$ cat config.mk
export PLATFORM = sky130hd
export DESIGN_NAME = fsin_seq_flat
export DESIGN_NICKNAME = d
export VERILOG_FILES = /design/src/rtl/fsin_seq_if.sv /design/src/rtl/fsin_seq.sv /design/src/flat_wrapper.sv
export SDC_FILE = /design/constraint.sdc
export NUM_CORES = 1
export LEC_CHECK = 0
export BUFFER_PORTS_ARGS = -buffer_cell sky130_fd_sc_hd__clkbuf_2
export CORE_MARGIN = 3
export CORE_UTILIZATION = 47
export CTS_BUF_LIST = sky130_fd_sc_hd__clkbuf_16
export CTS_CLUSTER_DIAMETER = 150
export DETAILED_ROUTE_END_ITERATION = 6
export GPL_TIMING_DRIVEN = 0
export HOLD_SLACK_MARGIN = 0.06
export PLACE_DENSITY = 0.77
export SLEW_MARGIN = 20
export SYNTH_ARGS = -nofsm -noshare
export SYNTH_HDL_FRONTEND = slang
export SYNTH_SLANG_ARGS = --single-unit
$ cat constraint.sdc
create_clock -name clk -period 5.2 [get_ports clk]
set_input_delay 0.52 -clock clk [delete_from_list [all_inputs] [get_ports clk]]
set_output_delay 0.52 -clock clk [all_outputs]
set_load 0.01 [all_outputs]
$ cat src/rtl/fsin_seq_if.sv
`default_nettype none
// +----------------------------------------------------------------------+
// | fsin_seq_if : start/done handshake and shared fmult/fadd operand bus |
// | Rev 1.0                                                              |
// +----------------------------------------------------------------------+
interface fsin_seq_if;
  logic        start;
  logic [31:0] a;
  logic [3:0]  nterms;
  logic        busy;
  logic        done;
  logic [31:0] res;
  logic        err;
  logic [31:0] mul_a;
  logic [31:0] mul_b;
  logic [31:0] mul_res;
  logic [31:0] add_a;
  logic [31:0] add_b;
  logic [31:0] add_res;
  logic        add_nan;
  logic        add_inf;

  modport slave (
    input  start, a, nterms, mul_res, add_res, add_nan, add_inf,
    output busy, done, res, err, mul_a, mul_b, add_a, add_b
  );

  modport master (
    output start, a, nterms, mul_res, add_res, add_nan, add_inf,
    input  busy, done, res, err, mul_a, mul_b, add_a, add_b
  );
endinterface
`default_nettype wire

$ cat src/rtl/fsin_seq.sv
`default_nettype none
// +----------------------------------------------------------------------+
// | fsin_seq : sin(x) by Horner's rule in x^2 over shared fmult/fadd     |
// | Rev 1.0                                                              |
// +----------------------------------------------------------------------+
module fsin_seq #(
  parameter int NTERMS_MAX = 10
) (
  input  logic       clk,
  input  logic       reset,
  fsin_seq_if.slave  bus
);

  typedef enum logic [2:0] {
    S_IDLE = 3'd0,
    S_SQR  = 3'd1,
    S_MUL  = 3'd2,
    S_ADD  = 3'd3,
    S_FIN  = 3'd4,
    S_DONE = 3'd5
  } state_t;

  state_t      r_state;
  logic [31:0] r_a;
  logic [31:0] r_x2;
  logic [31:0] r_acc;
  logic [31:0] r_t;
  logic [3:0]  r_k;
  logic [3:0]  r_n;
  logic [31:0] r_res;
  logic        r_busy;
  logic        r_done;
  logic        r_err;
  logic [3:0]  w_nclamp;
  logic [3:0]  w_cidx;
  logic [31:0] w_coef;

  // Entry k is (-1)^k/(2k+1)!
  function automatic logic [31:0] f_coef(input logic [3:0] idx);
    case (idx)
      4'd0:    f_coef = 32'h3F800000;
      4'd1:    f_coef = 32'hBE2AAAAB;
      4'd2:    f_coef = 32'h3C088889;
      4'd3:    f_coef = 32'hB9500D01;
      4'd4:    f_coef = 32'h3638EF1D;
      4'd5:    f_coef = 32'hB2D7322B;
      4'd6:    f_coef = 32'h2F309231;
      4'd7:    f_coef = 32'hAB573F9F;
      4'd8:    f_coef = 32'h274A963C;
      4'd9:    f_coef = 32'hA317A4DA;
      default: f_coef = 32'h00000000;
    endcase
  endfunction

  always_comb begin
    if (bus.nterms == 4'd0) begin
      w_nclamp = 4'd1;
    end else if (bus.nterms > 4'(NTERMS_MAX)) begin
      w_nclamp = 4'(NTERMS_MAX);
    end else begin
      w_nclamp = bus.nterms;
    end
  end

  // SQR loads the highest coefficient; ADD walks k downward.
  assign w_cidx = (r_state == S_SQR) ? (r_n - 4'd1) : r_k;
  assign w_coef = f_coef(w_cidx);

  always_ff @(posedge clk or posedge reset) begin
    if (reset) begin
      r_state <= S_IDLE;
      r_a     <= '0;
      r_x2    <= '0;
      r_acc   <= '0;
      r_t     <= '0;
      r_k     <= '0;
      r_n     <= '0;
      r_res   <= '0;
      r_busy  <= 1'b0;
      r_done  <= 1'b0;
      r_err   <= 1'b0;
    end else begin
      case (r_state)
        S_IDLE: begin
          if (bus.start) begin
            r_a     <= bus.a;
            r_n     <= w_nclamp;
            r_err   <= 1'b0;
            r_busy  <= 1'b1;
            r_state <= S_SQR;
          end
        end
        S_SQR: begin
          r_x2  <= bus.mul_res;
          r_acc <= w_coef;
          if (r_n == 4'd1) begin
            r_state <= S_FIN;
          end else begin
            r_k     <= r_n - 4'd2;
            r_state <= S_MUL;
          end
        end
        S_MUL: begin
          r_t     <= bus.mul_res;
          r_state <= S_ADD;
        end
        S_ADD: begin
          r_acc <= bus.add_res;
          if (bus.add_nan || bus.add_inf) begin
            r_err <= 1'b1;
          end
          if (r_k == 4'd0) begin
            r_state <= S_FIN;
          end else begin
            r_k     <= r_k - 4'd1;
            r_state <= S_MUL;
          end
        end
        S_FIN: begin
          r_res   <= bus.mul_res;
          r_busy  <= 1'b0;
          r_done  <= 1'b1;
          r_state <= S_DONE;
        end
        S_DONE: begin
          r_done  <= 1'b0;
          r_state <= S_IDLE;
        end
        default: begin
          r_busy  <= 1'b0;
          r_done  <= 1'b0;
          r_state <= S_IDLE;
        end
      endcase
    end
  end

  // Operand muxes select among registers only, so no input reaches the shared units.
  always_comb begin
    bus.mul_a = '0;
    bus.mul_b = '0;
    bus.add_a = '0;
    bus.add_b = '0;
    case (r_state)
      S_SQR: begin
        bus.mul_a = r_a;
        bus.mul_b = r_a;
      end
      S_MUL: begin
        bus.mul_a = r_acc;
        bus.mul_b = r_x2;
      end
      S_ADD: begin
        bus.add_a = r_t;
        bus.add_b = w_coef;
      end
      S_FIN: begin
        bus.mul_a = r_acc;
        bus.mul_b = r_a;
      end
      default: begin
        bus.mul_a = '0;
      end
    endcase
  end

  assign bus.busy = r_busy;
  assign bus.done = r_done;
  assign bus.res  = r_res;
  assign bus.err  = r_err;

endmodule
`default_nettype wire

$ cat src/flat_wrapper.sv
// flat-port wrapper written by rule: the top's interface ports become plain ports
module fsin_seq_flat 
#(
  parameter int NTERMS_MAX = 10
)
  (clk, reset, bus_start, bus_a, bus_nterms, bus_mul_res, bus_add_res, bus_add_nan, bus_add_inf, bus_busy, bus_done, bus_res, bus_err, bus_mul_a, bus_mul_b, bus_add_a, bus_add_b);
  fsin_seq_if bus_i ();
  input  logic clk;
  input  logic reset;
  input wire logic [$bits(bus_i.start)-1:0] bus_start;
  input wire logic [$bits(bus_i.a)-1:0] bus_a;
  input wire logic [$bits(bus_i.nterms)-1:0] bus_nterms;
  input wire logic [$bits(bus_i.mul_res)-1:0] bus_mul_res;
  input wire logic [$bits(bus_i.add_res)-1:0] bus_add_res;
  input wire logic [$bits(bus_i.add_nan)-1:0] bus_add_nan;
  input wire logic [$bits(bus_i.add_inf)-1:0] bus_add_inf;
  output wire logic [$bits(bus_i.busy)-1:0] bus_busy;
  output wire logic [$bits(bus_i.done)-1:0] bus_done;
  output wire logic [$bits(bus_i.res)-1:0] bus_res;
  output wire logic [$bits(bus_i.err)-1:0] bus_err;
  output wire logic [$bits(bus_i.mul_a)-1:0] bus_mul_a;
  output wire logic [$bits(bus_i.mul_b)-1:0] bus_mul_b;
  output wire logic [$bits(bus_i.add_a)-1:0] bus_add_a;
  output wire logic [$bits(bus_i.add_b)-1:0] bus_add_b;
  assign bus_i.start = bus_start;
  assign bus_i.a = bus_a;
  assign bus_i.nterms = bus_nterms;
  assign bus_i.mul_res = bus_mul_res;
  assign bus_i.add_res = bus_add_res;
  assign bus_i.add_nan = bus_add_nan;
  assign bus_i.add_inf = bus_add_inf;
  assign bus_busy = bus_i.busy;
  assign bus_done = bus_i.done;
  assign bus_res = bus_i.res;
  assign bus_err = bus_i.err;
  assign bus_mul_a = bus_i.mul_a;
  assign bus_mul_b = bus_i.mul_b;
  assign bus_add_a = bus_i.add_a;
  assign bus_add_b = bus_i.add_b;
  fsin_seq #(.NTERMS_MAX(NTERMS_MAX)) u_core (.clk(clk), .reset(reset), .bus(bus_i));
endmodule
# Word-level counts from Yosys, hierarchy flattened
# Memory sizes are Yosys's and may differ from the RTL's.
# Index checks and enable logic that the tools add are counted.
# W data, S select, Z words.
# word_totals
regBits	174
latch_bits	0
ram_bits	0
rom_bits	496
memories	1
# classes
add_sub_neg	3
mul	0
n_div	0
magnitude_cmp	1
eq_ne	10
shifts	0
n_mux	21
bitwise_logic	1
reduce_logical	14
# memory_table
name	words	word_bits	read_ports	rd_ports_with_merged_regs	write_ports	line_no	rtl
(name not given)	16	31	1	0	0	fsin_seq.sv:40	case (idx)
# op_table
operator	count
$pmux W32 S2	3
$mux W32	2
$mux W4	5
$pmux W3 S5	1
$mux W3	3
$logic_not A4 Y1	2
$pmux W4 S2	1
$reduce_or A4 Y1	2
$sub A4 B1 Y4 const B	2
$eq A3 B2 Y1 const B	2
$eq A3 B3 Y1 const B	2
$ne A2 B2 Y1 const B	3
$pmux W1 S2	3
$reduce_and A3 Y1	2
$eq A4 B1 Y1 const B	1
$gt A4 B4 Y1 const B	1
$reduce_and A2 Y1	2
$reduce_bool A2 Y1	2
$reduce_or A2 Y1	2
$sub A4 B2 Y4 const B	1
$eq A3 B1 Y1 const B	1
$logic_not A3 Y1	1
$mux W1	3
$ne A2 B1 Y1 const B	1
2 further kinds	2

# Longest topological paths before layout
# logic_depth
depth_word	4
depth_mapped	11

# Least setup slack after synthesis
# OpenSTA, ideal clock, no wires.
# synth_timing
path_type	reg-to-output
from	register u_core.r_state[2]
to	output bus_add_b[11]
arrival_time_ns	2.596
t_required_ns	4.680
slack_ns	2.084
stages_incl_launch_ff	9
n_path_buf	2
cell_sequence	dfrtp_1 -> buf_2 -> or3b_1 -> buf_2 -> o21ai_0 -> inv_1 -> ha_1 -> a211oi_2 -> a21boi_0
# synth_via
elab_chain_cells	4
word_cells_on_any_way	5
classes_between	eq/ne: 2; mux: 2; memory: 1
# synth_lines
element	line_no	rtl
start, declared	fsin_seq.sv:23	state_t r_state;
start signal, assigned	fsin_seq.sv:71	r_state <= S_IDLE;
start signal, assigned	fsin_seq.sv:90	r_state <= S_SQR;
start signal, assigned	fsin_seq.sv:97	r_state <= S_FIN;
$eq A3 B1 Y1	fsin_seq.sv:66	assign w_cidx = (r_state == S_SQR) ? (r_n - 4'd1) : r_k;
$mux W4	fsin_seq.sv:66	
$mem_v2 Z16 W31	--	
$mux W32 *	fsin_seq.sv:144	case (r_state)
end, declared	flat_wrapper.sv:24	output wire logic [$bits(bus_i.add_b)-1:0] bus_add_b;
# Mark *: on every way between the ends. The rest lies on a longest branch, timed or not.

# Final worst setup path
# layout_timing
from	register u_core.r_state[2]
to	output bus_add_b[1]
# The elaborated chain is that of the path after synthesis.

==> reports/metrics.cfg <==
[timing]
setup_viol=0
finalCritPeriodShare_pct=87.20
relSlewSlack_pct=50.39
rsz0062_at_grt=no
hold_viol=0
fin_skew_ns=0.01159
finalMaxSlewViolations=0
fmax_mhz=220.5
layout_min_cycle_time_ns=4.535
tightest_slew_ns=0.7364
tns_ns=0
timing.final.ws_setup_ns=0.6654

[setup_path]
path_max_fanout=10
path_class=flip-flop to output pin
worstPathRequired_ns=4.68
crit_arrival_ns=4.01
worst_setup_path_start_kind=flip-flop
cp-end-kind=output pin

[cts]
cts_root_buf=clkbuf_16
clockBufferDepth=2
post_cts_buffers=0
clock_sinks=174
hold_buffers=0
path_clk_slew_ns=0.07
cts_tree=built
cts_buffers=17
cts_resized=0
cts_max_level=4
insertion_delay_ns=0.44

[synthesis]
synth_top_area_share_pct=50.12
yosysSeqAreaShare_pct=50.12
syn_inst=828
synth_area_per_cell_um2=10.49
yosysWarnings=0
ys_types=62
syn-num-nets=945
synthFlopType=dfrtp_1
netlist_area_um2=8688
synth_top_area_cell=dfrtp_1
synth-edff-count=0
async_reset_ff_share_pct=100.0
synth-seq-cells=174
ys_top_cells_by_area=dfrtp_1 50%, mux2_2 13%, a22o_1 6.7%

[global_route]
grt_max_degree=32
grt_overflow=0
grt_pass1_vias=7792
grt_pass1_wl_um=45240
grt_usage_pct=29.51
antenna_found_initial=0

[routing]
antenna_left=0
drcViolationCount=0
vias=7926
drtPass1Iterations=6
wl_per_cell_um=21.92
wirelength_um=29830
vias_per_cell=5.824
dr.first_iter.drc_count=618

[placed_design]
gp_congestion=0.9703
dpl_cell_area_um2=10440
post-place-ws_ns=1.262
io_buffers=266
dp_hpwl_um=23280

[power]
peakVddDrop_v=0.0003742
power_w=0.008783
power.density_nw_per_um2=796.0
p_leak_nw=5.596

[die]
num_io_pins=268
rows=49
initial_core_util_pct=48.04
die_y_um=142.0
core_area_um2=18090
die_width_um=142.0
fp.dieArea_um2=20150

[cells_and_area]
drive_above_1_share_pct=39.58
fin_area_um2=11030
final_util_pct=61.01
area_delta_synth_final_pct=27.00
fill_cells=1550
n_antenna_cell=0
fin_nets=1236

[outcome]
status=complete, no violations

[run]
maxCapViolations=0

[min_path]
hold_path.class=input port to asynchronous set/reset pin

metrics by stage:
| step | cells | hold slack, ns |
|---|---|---|
| 2_1_floorplan | 828 | 0.4396 |
| 3_3_place_gp | 1323 | 0.4534 |
| 3_5_place_dp | 1329 | 0.4675 |
| 4_1_cts | 1361 | 0.1398 |
| 5_1_grt | 1361 | 0.1639 |
| 6_report | 1361 | 0.1258 |
routing by layer:
metal,vias to the layer above,routed length (µm),track usage (%)
met5,-,0,0
met4,0,842,9.394
met3,65,2214,5.309
met2,393,14570,49.73
met1,3897,12210,38.98
li1,3571,-,-
report_power, final:
part	internal (W)	switching [W]	leakage [nW]
clock	0.000647	0.000638	0.288
combinational	0.00197	0.00300	3.23
sequential	0.00205	0.000470	2.08
worst max-delay path: stages (launching register included):
cell	delay [ns]
dfrtp_1	0.42
buf_2	0.21
or3b_1	0.49
buf_2	0.28
o21ai_0	0.62
inv_1	0.22
ha_1	0.26
clkbuf_1	0.26
mux2i_1	0.48
o22ai_1	0.16
clkbuf_2	0.16
path summary, 6_finish.rpt:
path	start	slack, ns	depth (start not counted)	to
setup / recovery	u_core.r_state[2]	0.67	10	bus_add_b[1]
hold / removal	reset	0.13	2	u_core.r_t[27]
setup reg to reg	u_core.r_state[2]	1.66	10	u_core.r_acc[20]
hold reg to reg	u_core.r_acc[30]	0.48	2	u_core.r_acc[30]
max in group asynchronous	reset	4.16	5	u_core.bus.res[11]
min in group clk	bus_mul_res[5]	0.30	3	u_core.r_x2[5]
sequential cells by signal, indices dropped and copies added, names as in the netlist, 3 cells and up:
register / flops
u_core.r_k: 4
u_core.r_n: 4
u_core.r_a: 32
u_core.bus.res: 32
u_core.r_state: 3
u_core.r_t: 32
u_core.r_acc: 32
u_core.r_x2: 32
layout by cell type, fill, tap and decap left out, drive strengths merged, types with 5 or more instances in the layout:
cell type / Yosys / final
inv: 16 / 22
o21ai: 30 / 30
dfrtp: 174 / 174
clkbuf: 35 / 318
mux2: 98 / 98
and3: 43 / 43
nand2: 129 / 129
a22o: 66 / 66
buf: 34 / 40
ha: 12 / 12
a21oi: 38 / 38
mux2i: 6 / 6
clkinv: 0 / 7
o22ai: 8 / 8
a221o: 5 / 5
nand3: 20 / 20
nand4: 9 / 9
nor3: 10 / 10
nor2: 35 / 35
cells in the mapped netlist (9+ instances only):
cell	n
dfrtp_1	174
nand2_1	129
mux2_2	98
a22o_1	66
and3_1	43
a21oi_1	37
clkbuf_1	35
nor2_1	34
o21ai_0	29
buf_2	28
nand3_1	20
inv_1	16
ha_1	12
nor3_1	10
nand4_1	9
kinds of logic after synthesis:
| logic type | share of synthesized area [%] |
|---|---|
| DFF | 50.12 |
| and+or+nand+nor | 14.01 |
| muxes | 13.44 |
| other | 0.04316 |
| adders and majority gates | 1.728 |
| xor gates and xnor gates | 0.8066 |
| AOI/OAI and AO/OA | 15.57 |
| buffers and inverters | 4.292 |
final cells by class:
type	count	area [µm²]	area share [%]
Sequential cell	174	4354	39.46
Multi-Input combinational cell	569	3961	35.90
Clock inverter	15	171.4	1.553
Tap cell	229	286.5	2.597
Inverter	16	63.81	0.5783
Buffer	69	312.8	2.835
Clock buffer	17	425.4	3.855
Timing Repair Buffer	272	1459	13.22
No activity file was read; power rests on OpenSTA's default activity.
